## src/rtl/adder_arbiter.sv

```systemverilog
// adder_arbiter
//   Shares one external W-bit adder between two requesters. A round-robin
//   arbiter picks a requester in IDLE and latches its operands. The block
//   then presents them to the external adder for one cycle (ISSUE) and
//   registers the returned sum. The sum is offered as a one-cycle result
//   (RESP), after which the block returns to IDLE.
//
// Ports
//   clk          rising-edge clock
//   rst_n        asynchronous active-low reset
//   req0, req1   level request from requester 0 / 1
//   x0, y0       operands of requester 0 (stable while req0 is high)
//   x1, y1       operands of requester 1 (stable while req1 is high)
//   gnt0, gnt1   one-cycle pulse: operands of requester N were accepted
//   done0, done1 one-cycle pulse: res holds requester N's sum
//   res          registered W+1-bit sum, carry in bit W
//   add_x, add_y operands driven to the external adder
//   add_z        combinational W+1-bit sum returned by the external adder
//   busy         high while an operation is in flight (not IDLE)

module adder_arbiter #(
    parameter int W = 4
) (
    input  logic         clk,
    input  logic         rst_n,
    input  logic         req0,
    input  logic         req1,
    input  logic [W-1:0] x0,
    input  logic [W-1:0] y0,
    input  logic [W-1:0] x1,
    input  logic [W-1:0] y1,
    output logic         gnt0,
    output logic         gnt1,
    output logic         done0,
    output logic         done1,
    output logic [W:0]   res,
    output logic [W-1:0] add_x,
    output logic [W-1:0] add_y,
    input  logic [W:0]   add_z,
    output logic         busy
);

    typedef enum logic [1:0] {
        IDLE  = 2'd0,
        ISSUE = 2'd1,
        RESP  = 2'd2
    } state_t;

    state_t       state;
    state_t       state_next;
    logic         rr;
    logic         owner;
    logic         winner;
    logic         any_req;
    logic [W-1:0] op_x;
    logic [W-1:0] op_y;

    // Round-robin choice: rr only decides a tie. A lone requester wins
    // whatever rr says, so winner simply follows req1 in that case.
    always_comb begin
        any_req = req0 | req1;
        winner  = 1'b0;
        if (req0 && req1) begin
            winner = rr;
        end else begin
            winner = req1;
        end
    end

    // Next-state logic. Requests are only looked at in IDLE, so any request
    // change during ISSUE/RESP is ignored, and a request still held through
    // RESP is seen again as a fresh request in the following IDLE cycle.
    always_comb begin
        state_next = state;
        case (state)
            IDLE:    if (any_req) state_next = ISSUE;
            ISSUE:   state_next = RESP;
            RESP:    state_next = IDLE;
            default: state_next = IDLE;
        endcase
    end

    // State, arbitration pointer, operand latch and result register.
    // The operand registers only change on a grant, so the external adder
    // sees the granted operands even if the requester changes its inputs.
    // The sum is captured at the end of ISSUE and held until the next one.
    always_ff @(posedge clk or negedge rst_n) begin
        if (!rst_n) begin
            state <= IDLE;
            rr    <= 1'b0;
            owner <= 1'b0;
            op_x  <= '0;
            op_y  <= '0;
            res   <= '0;
        end else begin
            state <= state_next;
            if (state == IDLE && any_req) begin
                op_x  <= winner ? x1 : x0;
                op_y  <= winner ? y1 : y0;
                owner <= winner;
                rr    <= ~winner;
            end
            if (state == ISSUE) begin
                res <= add_z;
            end
        end
    end

    // Outputs decode straight from the registered state, so reset clears
    // them immediately without waiting for a clock edge.
    assign gnt0  = (state == ISSUE) && !owner;
    assign gnt1  = (state == ISSUE) &&  owner;
    assign done0 = (state == RESP)  && !owner;
    assign done1 = (state == RESP)  &&  owner;
    assign busy  = (state != IDLE);
    assign add_x = op_x;
    assign add_y = op_y;

endmodule

```

## config.mk

```make
export PLATFORM = sky130hd
export DESIGN_NAME = adder_arbiter
export DESIGN_NICKNAME = d
export VERILOG_FILES = /design/src/rtl/adder_arbiter.sv
export SDC_FILE = /design/constraint.sdc
export NUM_CORES = 1
export LEC_CHECK = 0
export BUFFER_PORTS_ARGS = -buffer_cell sky130_fd_sc_hd__buf_2
export CAP_MARGIN = 20
export CORE_MARGIN = 2
export CORE_UTILIZATION = 43
export DETAILED_ROUTE_END_ITERATION = 10
export MAX_ROUTING_LAYER = met4
export PLACE_DENSITY = 0.81
export SLEW_MARGIN = 20
export SYNTH_ARGS = -nofsm -noshare
export SYNTH_HDL_FRONTEND = slang
export SYNTH_SLANG_ARGS = --single-unit
```

## constraint.sdc

```tcl
create_clock -name clk -period 1.5 [get_ports clk]
set_clock_uncertainty 0.05 [all_clocks]
set_input_delay 0.225 -clock clk [delete_from_list [all_inputs] [get_ports clk]]
set_output_delay 0.225 -clock clk [all_outputs]
set_load 0.03 [all_outputs]
```

Word-level counts from Yosys, hierarchy flattened. Index checks and enable logic that the tools add are counted.

Register bits: 17. Bits in latches: 0. Bits in writable memories: 0. Memory bits (read-only): 0. Input bits: 25. Output and inout port bits: 18. Word-level logic and storage cells: 25. Memories: 0.

Add/sub/neg operators: 0. Multipliers: 0. Div/mod/pow operators: 0. Magnitude comparators: 0. Eq/ne operators: 3. Shift operators: 0. Multiplexer cells: 5. Bitwise operators: 2. Reductions and logical operators: 9.

Operator list (count): two-way mux 4 bit (2); logical AND 1 bit (6); one-hot mux 2 bit (2 select lines) (1); equality test 2 x 1 -> 1 bit (second input constant) (1); equality test 2 bit (second input constant) (1); logical NOT 2 bit (1); two-way mux 2 bit (1); inequality test 2 bit (second input constant) (1); nonzero test 2 bit (1); logical NOT 1 bit (1); two-way mux 1 bit (1); NOT 1 bit (1); bitwise OR 1 bit (1).

Logic depth before layout (Yosys ltp). Gate-level depths: netlist of the first run.

Depth after elaboration: 3. Mapped depth: 5. Mapped depth without buffers: 3.

Worst setup path after synthesis of the first run. Ideal clock, no wire load.

Path kind: reg-to-output. From: register state[0]. To: output done0. Arrival time: 1140 ps. Data required time: 1225 ps. Setup slack: 85 ps. Cell stages (with the launch flop): 2. Buffers on the path: 0. Path through: dfrtp_1 > nor3b_1.

Longest elaborated chain between the ends: 2.

RTL lines: start, declared (line 49) `state_t state;`; start signal, assigned (line 96) `state <= state_next;`; equality test 2 bit (line 113) `assign done0 = (state == RESP) && !owner;`; logical AND 1 bit (line 113); end, declared (line 34) `output logic done0,`.

Every way passes these cells.

Worst setup path in the final report of the first run.
From: register state[0]. To: output done1.

Longest elaborated chain between the ends: 2.

RTL lines: equality test 2 bit (line 114) `assign done1 = (state == RESP) && owner;`; logical AND 1 bit (line 114); end, declared (line 35) `output logic done1,`.

Every way passes these cells.

==> metrics.txt, run 1 <==
Layout Utilization=0.6290; Hold EP=res[0]; routability cong.=0.7550; Fin Hold WS=0.1187 ns; IO Pins=43; Setup Viol. Count Final=0; fillers=168; fin area=1086 sq um; Final Hold Viols=0; proportion of layout cells with a drive suffix above 1=0.4918; crit path kind=reg2out; most common cell after layout, fill and taps aside=buf_2; Detailed Place HPWL=1394 um; min Tclk post-route=1.439 ns; Mapped Area=795.8 sq um; CP bufs+invs=1; Die X=47.02 um; crit path max fanout=4; CTS root buffer=clkbuf_4; outcome=finished, final reports clean; GRT overflow=0; TritonCTS buffer count=3; DRT Pass-1 Iters=4; First DRT Iteration DRCs=4; Cell Rows=15; Hold Startpoint=add_z[0]; max cap viols=0; total wire length=1830 um; H-tree depth=1; core area=1727 sq um; WP data required=1.22 ns; crit end category=output port; Final nets=148; CP top delay family=flip-flops; vias per inst=5.122; Post-Syn Nets=102; Final ANT Viol Nets=0; largest net degree at the start of global routing=18; placed cell areas=1003 sq um; first-pass GRT wire length=2815 um; initial core utilization=0.4609; RSZ-0062 raised after global routing=yes; #FFs+latches synth=17; Finished Layout Cells=147; Clock Pin Slew Worst Setup and Hold Paths=0.10 ns; Total Routing Usage GR=0.1888; IO buf count=42; Final Slew Violations=0; commonest cells after routing, fill and taps aside=38 x buf_2, 17 x dfrtp_1, 9 x a21oi_1; reg2reg end=add_y[1]; latest clock arrival within the worst-skew pair=0.28 ns; maximum achievable frequency=694.8 MHz; slowest CP cell=dfrtp_1; CTS tree=built; Die H=47.02 um; Syn Inst Count=77; Max VDD drop=0.9948 mV; Crit Reg-Reg Startpoint=rr; n_diodes=0; DIE AREA=2211 sq um; R2R Setup Slk=0.28 ns; Placed Cells=139; growth of design area from synthesis to finish=36.48%; mean post-synth cell area=10.33 sq um; P_leak=0.5242 nW; worst hold path type=in2reg; Least-Margin Pin Slew=0.3644 ns; crit start category=flop; DR vias=753; max_slew headroom=0.7571; hold path cells=2; sequential element share of the synthesized area=0.5346; clk buf depth=2; worst r2r path cells=3; initial antenna violation count=0; yosys warns=0; WP data arrival=1.16 ns; clk sinks=17; PwrDens=2351 nW/um^2; Fin Setup TNS=0 ns; period utilization=0.9595; Avg WL per Cell=12.45 um; critical path depth=2; Crit path largest cell delay=0.45 ns; crit path from=state[0]; worst path cell trace=nor3b_1 -> buf_4; synth unique cells=19; drc violations=0; number of global-route vias before repair=711
-- layout make-up --
| type | instances | area (sq um) | area share |
|---|---|---|---|
| sequential | 17 | 425.4 | 0.3917 |
| clock inverter | 1 | 5.005 | 0.004608 |
| clock buffer | 3 | 22.52 | 0.02074 |
| timing repair buffer | 47 | 260.3 | 0.2396 |
| multi-input combinational | 50 | 326.6 | 0.3007 |
| inverter | 4 | 15.01 | 0.01382 |
| tap | 25 | 31.28 | 0.02880 |
-- cells by family (layout without fill, tap and decap cells) --
logic type,count (synthesis),count (layout),share of synthesized area
flip-flops,17,17,0.5346
multiplexers,5,5,0.07075
AND/OR/NAND/NOR,18,18,0.1274
AO/OA/AOI/OAI,27,27,0.1965
buffers and inverters,10,55,0.07074
-- flip-flops by register name, summed over array words and instances (netlist names) --
signal  count
res         5
add_x       4
add_y       4
state       2
owner       1
rr          1
-- synth_stat cells (all sizes together) --
cell,n,area (sq um)
o21ai,8,40.04
nor3b,2,15.01
dfrtp,17,425.4
o32ai,1,8.760
buf,5,37.53
mux2,5,56.30
or2b,1,7.510
and2,1,8.760
inv,4,15.01
nor2,3,11.26
a31oi,9,62.56
or2,1,6.260
nand2b,1,6.260
nand3,8,40.04
nor2b,1,6.260
clkbuf,1,3.750
a21oi,9,45.04
-- layer usage --
layer  track usage  up-vias  part of all wire
met5             -        -                 0
met2        0.2822       25              0.51
li1              -      365                 -
met1        0.2108      351              0.40
met3       0.03846       12             0.039
met4        0.1667        0             0.048
-- metrics by stage --
step,setup WS (ns),total power (W)
finish,0.06068,0.002553
global route,-0.02453,0.002704
CTS,0.04432,0.002481
detailed placement,0.1453,0.002207
global placement,0.2425,0.002165
floorplan,0.08491,0.001850
-- power by group --
group          internal (W)  switching (W)
Clock             0.0000988       0.000141
Sequential         0.000693       0.000140
Combinational      0.000554       0.000926
-- how the worst max path moves through the flow --
stage               end  slack (ns)
2_1_floorplan     done0        0.08
3_3_place_gp   add_x[0]        0.24
3_5_place_dp   add_y[1]        0.15
4_1_cts           done1        0.04
5_1_grt           done0       -0.02
6_report          done1        0.06
-- repair_timing --
| item | 4_1_cts | 5_1_grt |
|---|---|---|
| endpoints found under the setup margin | 2 | 5 |
| cloned | 0 | 0 |
| endpoints found under the hold margin | 17 | 0 |
| setup buffers | 0 | 3 |
| hold buffers | 1 | 0 |
| gates resized for setup | 4 | 4 |
Power figures use the tool's default switching activity.
==> inputs of run 2 (changes only) <==
- RECOVER_POWER: default -> 50
==> metrics.txt, run 2 (synthesized netlist as in run 1, its figures left out) <==
power share of the combinational group=0.575; max reg flops=5; worst path cell trace=nor3b_1 -> buf_4; drc violations=0; Crit path largest cell delay=0.45 ns; First DRT Iteration DRCs=4; max_slew headroom=0.4204; growth of design area from synthesis to finish=35.38%; Fin Setup TNS=0 ns; Avg WL per Cell=12.52 um; slowest CP cell=dfrtp_1; number of global-route vias before repair=711; initial antenna violation count=0; H-tree depth=1; Detailed Place HPWL=1394 um; PwrDens=2351 nW/um^2; crit path max fanout=4; Clock Pin Slew Worst Setup and Hold Paths=0.10 ns; switch share=0.4781; TritonCTS buffer count=3; worst hold path type=in2reg; vias per inst=5.122; clk sinks=17; period utilization=0.9591; CTS root buffer=clkbuf_4; maximum achievable frequency=695.1 MHz; largest net degree at the start of global routing=18; crit end category=output port; Layout Utilization=0.6239; DIE AREA=2211 sq um; routability cong.=0.7550; Flop pwr share=0.330; Final nets=148; clk buf depth=2; Die H=47.02 um; WP data arrival=1.16 ns; crit start category=flop; commonest cells after routing, fill and taps aside=31 x buf_2, 17 x dfrtp_1, 9 x a21oi_1; P_leak=0.5061 nW; fin area=1077 sq um; WP data required=1.22 ns; sw power=0.001211 W; Cell Rows=15; RSZ-0062 raised after global routing=yes; Die X=47.02 um; DR vias=753; cell-internal power=0.001322 W; Final ANT Viol Nets=0; Max VDD drop=0.9964 mV; most common cell after layout, fill and taps aside=buf_2; DRT Pass-1 Iters=4; CTS tree=built; Top reg by flops=res; first-pass GRT wire length=2815 um; Final Slew Violations=0; outcome=finished, final reports clean; IO Pins=43; proportion of layout cells with a drive suffix above 1=0.4344; Final Hold Viols=0; GRT overflow=0; Clock power frac=0.095; Setup Viol. Count Final=0; crit path kind=reg2out; Least-Margin Pin Slew=0.8694 ns; IO buf count=42; max cap viols=0; core area=1727 sq um; latest clock arrival within the worst-skew pair=0.28 ns; min Tclk post-route=1.439 ns; placed cell areas=1003 sq um; n_diodes=0; total wire length=1840 um; total power=0.002533 W; initial core utilization=0.4609; Total Routing Usage GR=0.1888; Fin Hold WS=0.1184 ns
==> run 2: cell count changes in the layout (fill, tap and decap cells not counted), sizes merged <==
cell | previous run | this run
buf | 46 | 39
clkbuf | 3 | 10
==> run 2: final cells by class <==
cell class,count,area (sq um)
fillers,167,649.4
flip-flops and latches,17,425.4
multi-input cells,50,326.6
repair buffers,47,251.5
well taps,25,31.28
clock buffers,3,22.52
inverters,4,15.01
clock inverters,1,5.005
==> run 2: what timing repair did <==
| item | 4_1_cts | 5_1_grt |
|---|---|---|
| setup buffers | 0 | 3 |
| pin swaps | 0 | 0 |
| setup endpoints to repair | 2 | 5 |
| hold buffers | 1 | 0 |
| gates resized for setup | 4 | 4 |
| hold endpoints to repair | 17 | 0 |
==> run 2: power groups by stage <==
stage                     registers (W)  clock network, W  logic (W)
after floorplan                 0.00118                 0   0.000670
after global placement         0.000817                 0    0.00135
after detailed placement       0.000828                 0    0.00138
after CTS                      0.000827          0.000244    0.00141
after global routing           0.000863          0.000257    0.00156
final                          0.000836          0.000240    0.00146
==> run 2: worst max-delay path, delay by kind of cell, from the launching register on <==
kind / cells / cell delay (ns)
flops: 1 / 0.45
simple gates: 1 / 0.24
buf+inv: 1 / 0.20
==> run 2: final timing paths <==
check,from,endpoint,slack (ns),cells past startpoint
worst max-delay path,state[0],done0,0.06,2
worst min-delay path,add_z[0],res[0],0.12,2
worst max register to register,rr,add_y[1],0.28,3
worst min register to register,res[0],res[0],0.46,1
max in group asynchronous,rst_n,state[0],0.34,2
min in group asynchronous,rst_n,add_y[3],0.53,2
==> run 2: through the flow <==
stage	cells	setup WS, ns
floorplan	77	0.08491
global placement	139	0.2425
detailed placement	139	0.1453
CTS	144	0.04432
global route	147	-0.02453
finish	147	0.06133
==> run 2: per-layer routing <==
layer	vias up	track usage	part of all wire
li1	365	-	-
met1	351	0.2108	0.40
met2	25	0.2822	0.51
met3	12	0.03846	0.039
met4	0	0.1667	0.048
met5	-	-	0
==> inputs of run 3 (changes only) <==
- CORE_ASPECT_RATIO: default -> 0.7
- CORE_UTILIZATION: 43 -> 38
- PLACE_DENSITY: 0.81 -> 0.76
- clock period: 1.5 -> 1.3 ns (I/O delays scaled with it)
==> metrics.txt, run 3 (synthesized netlist as in run 1, its figures left out) <==
RSZ-0062 raised after global routing=yes; Final Hold Viols=0; TritonCTS buffer count=3; Total Routing Usage GR=0.1927; first-pass GRT wire length=3470 um; fillers=186; crit end category=output port; CTS tree=built; total wire length=2120 um; P_leak=0.5307 nW; proportion of layout cells with a drive suffix above 1=0.5203; number of global-route vias before repair=770; period utilization=1.101; Clock Pin Slew Worst Setup and Hold Paths=0.10 ns; reg2reg end=add_y[1]; Detailed Place HPWL=1502 um; DR WL met3=156 um; worst r2r path cells=3; outcome=finished with violations; WP data required=1.05 ns; Final Slew Violations=0; First DRT Iteration DRCs=13; Placed Cells=138; Setup Viol. Count Final=8; max reg flops=5; Die H=42.29 um; growth of design area from synthesis to finish=38.05%; largest net degree at the start of global routing=18; DR vias=778; initial core utilization=0.4146; Worst Slack Setup Final=-0.1313 ns; Crit Reg-Reg Startpoint=state[0]; CTS root buffer=clkbuf_4; R2R Setup Slk=-0.04 ns; Fin Setup TNS=-0.5324 ns; IO buf count=42; max cap viols=0; IO Pins=43; clk sinks=17; drc violations=0; fin area=1099 sq um; crit path kind=reg2out; routability cong.=0.8484; Least-Margin Pin Slew=0.4002 ns; crit start category=flop; H-tree depth=1; hold path cells=2; PwrDens=2731 nW/um^2; met1 WL=853 um; Hold Startpoint=add_z[3]; Fin Hold WS=0.07417 ns; Max VDD drop=1.054 mV; Final nets=149; DRT Pass-1 Iters=6; Highest Signal Layer=met4; most common cell after layout, fill and taps aside=buf_2; max_slew headroom=0.7332; min Tclk post-route=1.431 ns; GRT overflow=0; initial antenna violation count=0; met2 wire len=1103 um; maximum achievable frequency=698.7 MHz; vias per inst=5.366; WP data arrival=1.19 ns; DIE AREA=2482 sq um; Cell Rows=13; crit path max fanout=4; pre-CTS worst setup slack=0.04305 ns; latest clock arrival within the worst-skew pair=0.30 ns; worst hold path type=in2reg; Avg WL per Cell=14.62 um; Final ANT Viol Nets=0; failing checks=setup timing; Finished Layout Cells=145; n_diodes=0; Die X=58.70 um; placed cell areas=1015 sq um; core area=1919 sq um; Hold EP=res[3]; commonest cells after routing, fill and taps aside=33 x buf_2, 16 x dfrtp_1, 9 x a21oi_1, 9 x buf_4; clk buf depth=2; Top reg by flops=res
## run 3: changes by cell type in the layout (fill, tap and decap cells not counted), sizes merged
cell / before / now
buf: 39 / 42
clkbuf: 10 / 8
## run 3: how the worst max path moves through the flow
stage	endpoint	slack, ns	cells after the start	startpoint
after floorplan	done0	-0.09	1	state[0]
after global placement	gnt0	0.09	3	state[1]
after detailed placement	gnt0	0.04	3	state[1]
after CTS	done1	-0.11	2	state[0]
after global routing	done1	-0.18	3	owner
final	done1	-0.13	2	state[0]
## run 3: cell type report
type | instances | area, sq um | share of cell area
clock inverters | 1 | 5.005 | 0.004556
flip-flops and latches | 17 | 426.7 | 0.3884
well taps | 22 | 27.53 | 0.02506
clock buffers | 3 | 22.52 | 0.02050
repair buffers | 48 | 267.8 | 0.2437
multi-input cells | 50 | 334.1 | 0.3041
inverters | 4 | 15.01 | 0.01367
## run 3: critical path: stages (launching register included)
cell	delay [ns]
dfrtp_2	0.47
nor3b_2	0.23
buf_4	0.19
## run 3: stage by stage
step,utilization,total power (W)
after floorplan,-,0.002135
after global placement,0.5287,0.002527
after detailed placement,0.5287,0.002577
after CTS,0.5724,0.003004
after global routing,0.5724,0.003181
final,0.5724,0.003001
## run 3: report_power, final
part           switching, W  leakage, nW  internal (W)  total, W
registers          0.000196        0.195      0.000803  0.000999
clock network      0.000175       0.0177      0.000115  0.000290
logic               0.00109        0.318      0.000625   0.00171
total               0.00146        0.531       0.00154   0.00300
## run 3: timing repair
action,in CTS,in global routing
hold buffers,1,0
hold endpoints to repair,17,0
endpoints found under the setup margin,5,6
setup buffers,2,0
pin swaps,1,0
gates resized for setup,11,1
## run 3: layer usage
| layer | GRT usage | up-vias |
|---|---|---|
| met5 | - | - |
| met4 | 0.02727 | 0 |
| met3 | 0.06481 | 2 |
| met2 | 0.3303 | 33 |
| met1 | 0.2250 | 375 |
| li1 | - | 368 |
